<file path="src/rtl/uart_rx_frame_check.sv">
// Frame-integrity checker for the UART receiver: parity and stop-bit
// verdicts per frame, plus saturating error counters for the register file.
module uart_rx_frame_check #(
  parameter int DATA_W  = 8,
  parameter int PRESC_W = 6,
  parameter int CNT_W   = 8
) (
  input  logic               CLK,
  input  logic               RST,
  input  logic               frame_start,
  input  logic               PAR_EN,
  input  logic [1:0]         PAR_MODE,
  input  logic               STOP2,
  input  logic               sampled_bit,
  input  logic [PRESC_W-1:0] PRESCALE,
  input  logic [PRESC_W-1:0] edge_cnt,
  input  logic               par_chk_en,
  input  logic               stp_chk_en,
  input  logic [DATA_W-1:0]  P_data,
  input  logic               err_clr,
  output logic               par_err,
  output logic               stp_err,
  output logic               frame_valid,
  output logic               frame_err,
  output logic [CNT_W-1:0]   par_err_cnt,
  output logic [CNT_W-1:0]   stp_err_cnt,
  output logic               err_sticky
);

  typedef enum logic [1:0] {
    IDLE,
    ACTIVE,
    STOP2_WAIT
  } state_t;

  state_t     state, state_n;
  logic       par_en_q;
  logic [1:0] par_mode_q;
  logic       stop2_q;
  logic       stb;
  logic       exp_par;
  logic       par_n, stp_n;
  logic       done;
  logic       e;

  assign stb = (edge_cnt == PRESCALE);
  assign e   = par_n | stp_n;

  always_comb begin
    exp_par = 1'b0;
    unique case (par_mode_q)
      2'b00: exp_par = ^P_data;
      2'b01: exp_par = ~^P_data;
      2'b10: exp_par = 1'b1;
      2'b11: exp_par = 1'b0;
    endcase
  end

  // frame_start in any state (re)opens a frame; a running one is dropped
  always_comb begin
    state_n = state;
    par_n   = par_err;
    stp_n   = stp_err;
    done    = 1'b0;
    unique case (state)
      IDLE: begin
        if (frame_start) begin
          state_n = ACTIVE;
          par_n   = 1'b0;
          stp_n   = 1'b0;
        end
      end
      ACTIVE: begin
        if (frame_start) begin
          par_n = 1'b0;
          stp_n = 1'b0;
        end else if (stp_chk_en && stb) begin
          stp_n = ~sampled_bit;
          if (stop2_q) begin
            state_n = STOP2_WAIT;
          end else begin
            done    = 1'b1;
            state_n = IDLE;
          end
        end else if (par_chk_en && stb && par_en_q) begin
          par_n = (sampled_bit != exp_par);
        end
      end
      STOP2_WAIT: begin
        if (frame_start) begin
          state_n = ACTIVE;
          par_n   = 1'b0;
          stp_n   = 1'b0;
        end else if (stp_chk_en && stb) begin
          stp_n   = stp_err | ~sampled_bit;
          done    = 1'b1;
          state_n = IDLE;
        end
      end
      default: state_n = IDLE;
    endcase
  end

  always_ff @(posedge CLK or negedge RST) begin
    if (!RST) begin
      state       <= IDLE;
      par_en_q    <= 1'b0;
      par_mode_q  <= 2'b00;
      stop2_q     <= 1'b0;
      par_err     <= 1'b0;
      stp_err     <= 1'b0;
      frame_valid <= 1'b0;
      frame_err   <= 1'b0;
    end else begin
      state       <= state_n;
      par_err     <= par_n;
      stp_err     <= stp_n;
      frame_valid <= done & ~e;
      frame_err   <= done & e;
      if (frame_start) begin
        par_en_q   <= PAR_EN;
        par_mode_q <= PAR_MODE;
        stop2_q    <= STOP2;
      end
    end
  end

  // clear beats a same-cycle increment
  always_ff @(posedge CLK or negedge RST) begin
    if (!RST) begin
      par_err_cnt <= '0;
      stp_err_cnt <= '0;
      err_sticky  <= 1'b0;
    end else if (err_clr) begin
      par_err_cnt <= '0;
      stp_err_cnt <= '0;
      err_sticky  <= 1'b0;
    end else if (done) begin
      if (par_n && par_err_cnt != '1)
        par_err_cnt <= par_err_cnt + CNT_W'(1);
      if (stp_n && stp_err_cnt != '1)
        stp_err_cnt <= stp_err_cnt + CNT_W'(1);
      if (e)
        err_sticky <= 1'b1;
    end
  end

endmodule

</file>
<file path="config.mk">
export PLATFORM = sky130hd
export DESIGN_NAME = uart_rx_frame_check
export DESIGN_NICKNAME = d
export VERILOG_FILES = /design/src/rtl/uart_rx_frame_check.sv
export SDC_FILE = /design/constraint.sdc
export NUM_CORES = 1
export LEC_CHECK = 0
export ABC_AREA = 1
export CAP_MARGIN = 25
export CORE_AREA = 4 4 67 69
export CTS_BUF_LIST = sky130_fd_sc_hd__clkbuf_4 sky130_fd_sc_hd__clkbuf_8
export DETAILED_ROUTE_END_ITERATION = 8
export DIE_AREA = 0 0 71 73
export PLACE_DENSITY = 0.84
export REMOVE_ABC_BUFFERS = 1
export SLEW_MARGIN = 20
export SYNTH_ARGS = -nofsm -noshare
export SYNTH_HDL_FRONTEND = slang
export SYNTH_SLANG_ARGS = --single-unit
export TNS_END_PERCENT = 1
</file>
<file path="constraint.sdc">
create_clock -name CLK -period 2.4 [get_ports CLK]
set_clock_uncertainty 0.2 [all_clocks]
set_input_delay 0.24 -clock CLK [delete_from_list [all_inputs] [get_ports CLK]]
set_output_delay 0.24 -clock CLK [all_outputs]
set_load 0.02 [all_outputs]
</file>
==> impl.org <==
** STA
- In this run the tightest slew margin relative to its limit is 73.3%.
- Setup violators final :: 0
- Unrepaired setup endpoints after global routing :: false
- The worst path needs 2.09 ns of the cycle, external delays included.
- The final hold violation count came to 0.
- Final Max Slew Viols :: 0
- Fraction of the cycle the final worst path needs :: 87.0%
- TNS Setup :: 0 ns
- Transition time at the pin with the least slew margin :: 0.396 ns
- Based on the critical path, the design can be clocked at up to 479 MHz.

** Clock tree
- Gates resized, CTS repair :: 0
- In this run, CTS created clock tree buffers numbering 3.
- CTS built an H-tree with a depth of 1.
- Clock Sinks :: 27
- Clock latency on the worst-skew pair :: 0.28 ns
- Post-CTS timing repair inserted 0 buffers for setup.
- TritonCTS built the clock tree.
- The tree is rooted in a clkbuf_8.
- In this run the deepest clock path goes through 2 buffers.
- Clock-pin slew was measured on the worst setup and hold paths at 0.10 ns.
- After clock tree synthesis, the flow added hold-fix buffers numbering 0.

** Layout
- Area taken by flip-flops and latches :: 676 sq um
- Post-route design area :: 2520 sq um
- Antenna cell count :: 0
- The multi-input combinational cells in the finished layout cover a total of 1010 sq um.
- Count of filler cells inserted in the layout :: 344
- The post-route netlist has 8.10% of its cells at a drive strength greater than 1.
- At the end of the flow, the number of nets in the layout was 359.
- Cells fill 64.4% of the core in the end.
- Post-route insts no fill :: 371
- Synth-to-layout area growth :: 34.4%

** Logic synthesis
- Flip-flop and latch count after synthesis :: 27
- The mapped netlist covers 1880 sq um.
- Gate Count Post-Synth :: 265
- Part of the Yosys area used for sequential elements :: 36.0%
- The synthesized netlist contains 32 unique library cells.
- Yosys printed 0 warnings.
- After synthesis, the mean cell area works out to 7.08 sq um.

** Pwr
- The clock network is responsible for 21.6% of the overall power.
- Combinational fraction of design power :: 35.5%
- Net switching component of the power :: 0.000425 W
- VDD IR max :: 0.397 mV
- Sequential power share :: 42.9%
- Static Leakage :: 1.28 nW
- Design internal power :: 0.000794 W
- Cell area power density :: 484 nW/um^2
- Net switching is 34.8% of the power.

** Drt
- Remaining design rule violation count :: 0
- The routed design has 4090 microns of wire.
- The pre-antenna-repair detailed-routing pass consisted of 4 iterations.
- The detailed router finished its first iteration with 97 violations.
- Number of vias after detailed routing :: 1,797
- In this run the remaining antenna-violating nets after routing total 0.
- Final routed wire length divided by cell count :: 11.0 microns
- Via-per-instance ratio :: 4.84

** Critical path
- The startpoint identified for the worst register-to-register timing path is par_err_cnt[0].
- The endpoint identified for the worst register-to-register timing path is par_err_cnt[3].
- Data on the critical path is required at its endpoint by 2.38 ns.
- Largest fanout of any net on the critical path :: 6
- Across all register-to-register paths, the minimum setup slack is 0.36 ns.
- Count of cells along the worst register-to-register path :: 11
- By startpoint and endpoint, the worst setup path is classified as in2reg.
- Nature of the critical path startpoint :: input port
- Kind of end point of the critical path :: flop
- Data on the critical path arrives at its endpoint at 2.06 ns.

** Place
- Number of cells in the design after placement :: 367
- I/O Buffers :: 51
- Routability-driven placement finished with a final weighted congestion of 0.847.
- HPWL after detailed placement :: 3320 microns
- Placed cell areas :: 2470 sq um

** Hold path
- The worst hold path belongs to the class in2async.

** Global routing
- The number of antenna violations at the first check in global routing was 0.
- Global-route wire length before repair :: 7200 microns
- All-layer global routing usage :: 16.8%
- Pin count of the biggest net entering global routing :: 28
- Global routing finished with a remaining overflow of 0.
- Via count of the first global-routing pass :: 1,716

** Die
- IO Pins :: 52
- The die covers 5180 sq um.
- The initial utilization of the core area, before any placement, comes to 47.9%.
- After floorplanning, the core was sized to cover 3910 sq um.
- In this run the horizontal extent of the chip is 71 microns.
- Die extent in y :: 73 microns
- After floorplanning, the core was divided into 23 placement rows.

** Flow run
- Max-cap violations in this run came to 0.

** Run status
- The run finished with clean final reports.
## sequential cells by signal, summed over array words and instances (netlist names), 2 cells and up
signal	flops
state	2
par_err_cnt	8
stp_err_cnt	8
par_mode_q	2
## metrics by stage
step                      total power, W  hold slack, ns  worst slack, ns
after CTS                        0.00123           0.133            0.296
after floorplan                 0.000798          -0.256            0.419
after global placement          0.000952           0.261            0.102
after global routing             0.00132           0.147           0.0608
final                            0.00122           0.118            0.312
after detailed placement        0.000964           0.282          0.00612
## area by class of cell
type / instances / share of cell area [%]
Multi-Input combinational cell: 193 / 40.3
Timing Repair Buffer: 57 / 22.5
Tap cell: 50 / 2.48
Clock buffer: 3 / 1.64
Inverter: 40 / 5.96
Sequential cell: 27 / 26.8
Clock inverter: 1 / 0.298
## cells in the final DEF (no fill, tap or decap), drive strengths merged
cell type	instances
a21oi	9
nand3b	2
or2	3
dfrtp	27
clkbuf	3
buf	6
clkinv	1
clkinvlp	1
o211ai	1
nand4	12
nor2	20
nor3	3
xnor2	4
o2111a	1
clkdlybuf4s50	51
nand2	93
o21ai	6
xor2	10
a31oi	2
inv	39
ha	6
nand3	21
## cells by family after synthesis
kind of cell             Yosys count  share of synthesized area (%)
XOR/XNOR                          14                           6.54
AND/OR/NAND/NOR                  154                           36.7
adder cells (fa/ha/maj)            6                           4.00
AO/OA/AOI/OAI                     19                           6.87
buffers and inverters             45                           9.87
flip-flops                        27                           36.0
## power by group through the flow
stage / combinational [W] / sequential, W / clock (W)
final: 0.000433 / 0.000523 / 0.000263
after floorplan: 0.000255 / 0.000543 / 0
after global placement: 0.000423 / 0.000529 / 0
after detailed placement: 0.000432 / 0.000532 / 0
after CTS: 0.000435 / 0.000523 / 0.000270
after global routing: 0.000500 / 0.000530 / 0.000290
## synthesized netlist by cell type (all sizes together)
master	number	share of area, %
xnor2	4	1.9
o21ai	6	2.0
or2	3	1.1
nand3b	2	0.80
xor2	10	4.7
buf	3	1.3
ha	6	4.0
o2111a	1	0.60
a21oi	9	3.2
dfrtp	27	36
clkinv	1	0.20
nand2	93	19
nand4	12	4.0
nand3	21	6.4
o211ai	1	0.40
a31oi	2	0.67
nor2	20	4.7
clkbuf	2	0.60
nor3	3	0.80
inv	39	7.8
## critical path, cell delays in order
cell and delay [ns]:
clkdlybuf4s50_1 0.47, xnor2_1 0.13, nand3_1 0.11, nor2_2 0.19
nand3_2 0.11, nor2_4 0.12, nand3_2 0.10, nor2_2 0.09
nand3_1 0.09, nand2_2 0.13, inv_1 0.13, nand2_1 0.09
nand2_1 0.06
## per-layer routing
metal	GRT usage (%)	share of wire, %	vias to the layer above	routed length, microns
met5	0	0	-	0
li1	-	-	951	-
met1	21.9	45	803	1850
met4	4.38	1.1	0	45
met3	2.20	3.3	6	136
met2	29.4	50	37	2060
## worst max path at each step
stage | cells past startpoint | startpoint | slack, ns | endpoint
6_report | 13 | edge_cnt[1] | 0.31 | par_err_cnt[3]
5_1_grt | 13 | PRESCALE[4] | 0.06 | par_err_cnt[4]
4_1_cts | 13 | edge_cnt[1] | 0.30 | par_err_cnt[3]
3_5_place_dp | 13 | edge_cnt[1] | 0.006 | par_err_cnt[3]
3_3_place_gp | 13 | PRESCALE[4] | 0.10 | par_err_cnt[1]
2_1_floorplan | 11 | par_err_cnt[0] | 0.42 | par_err_cnt[1]
No activity file was read; power rests on OpenSTA's default activity.
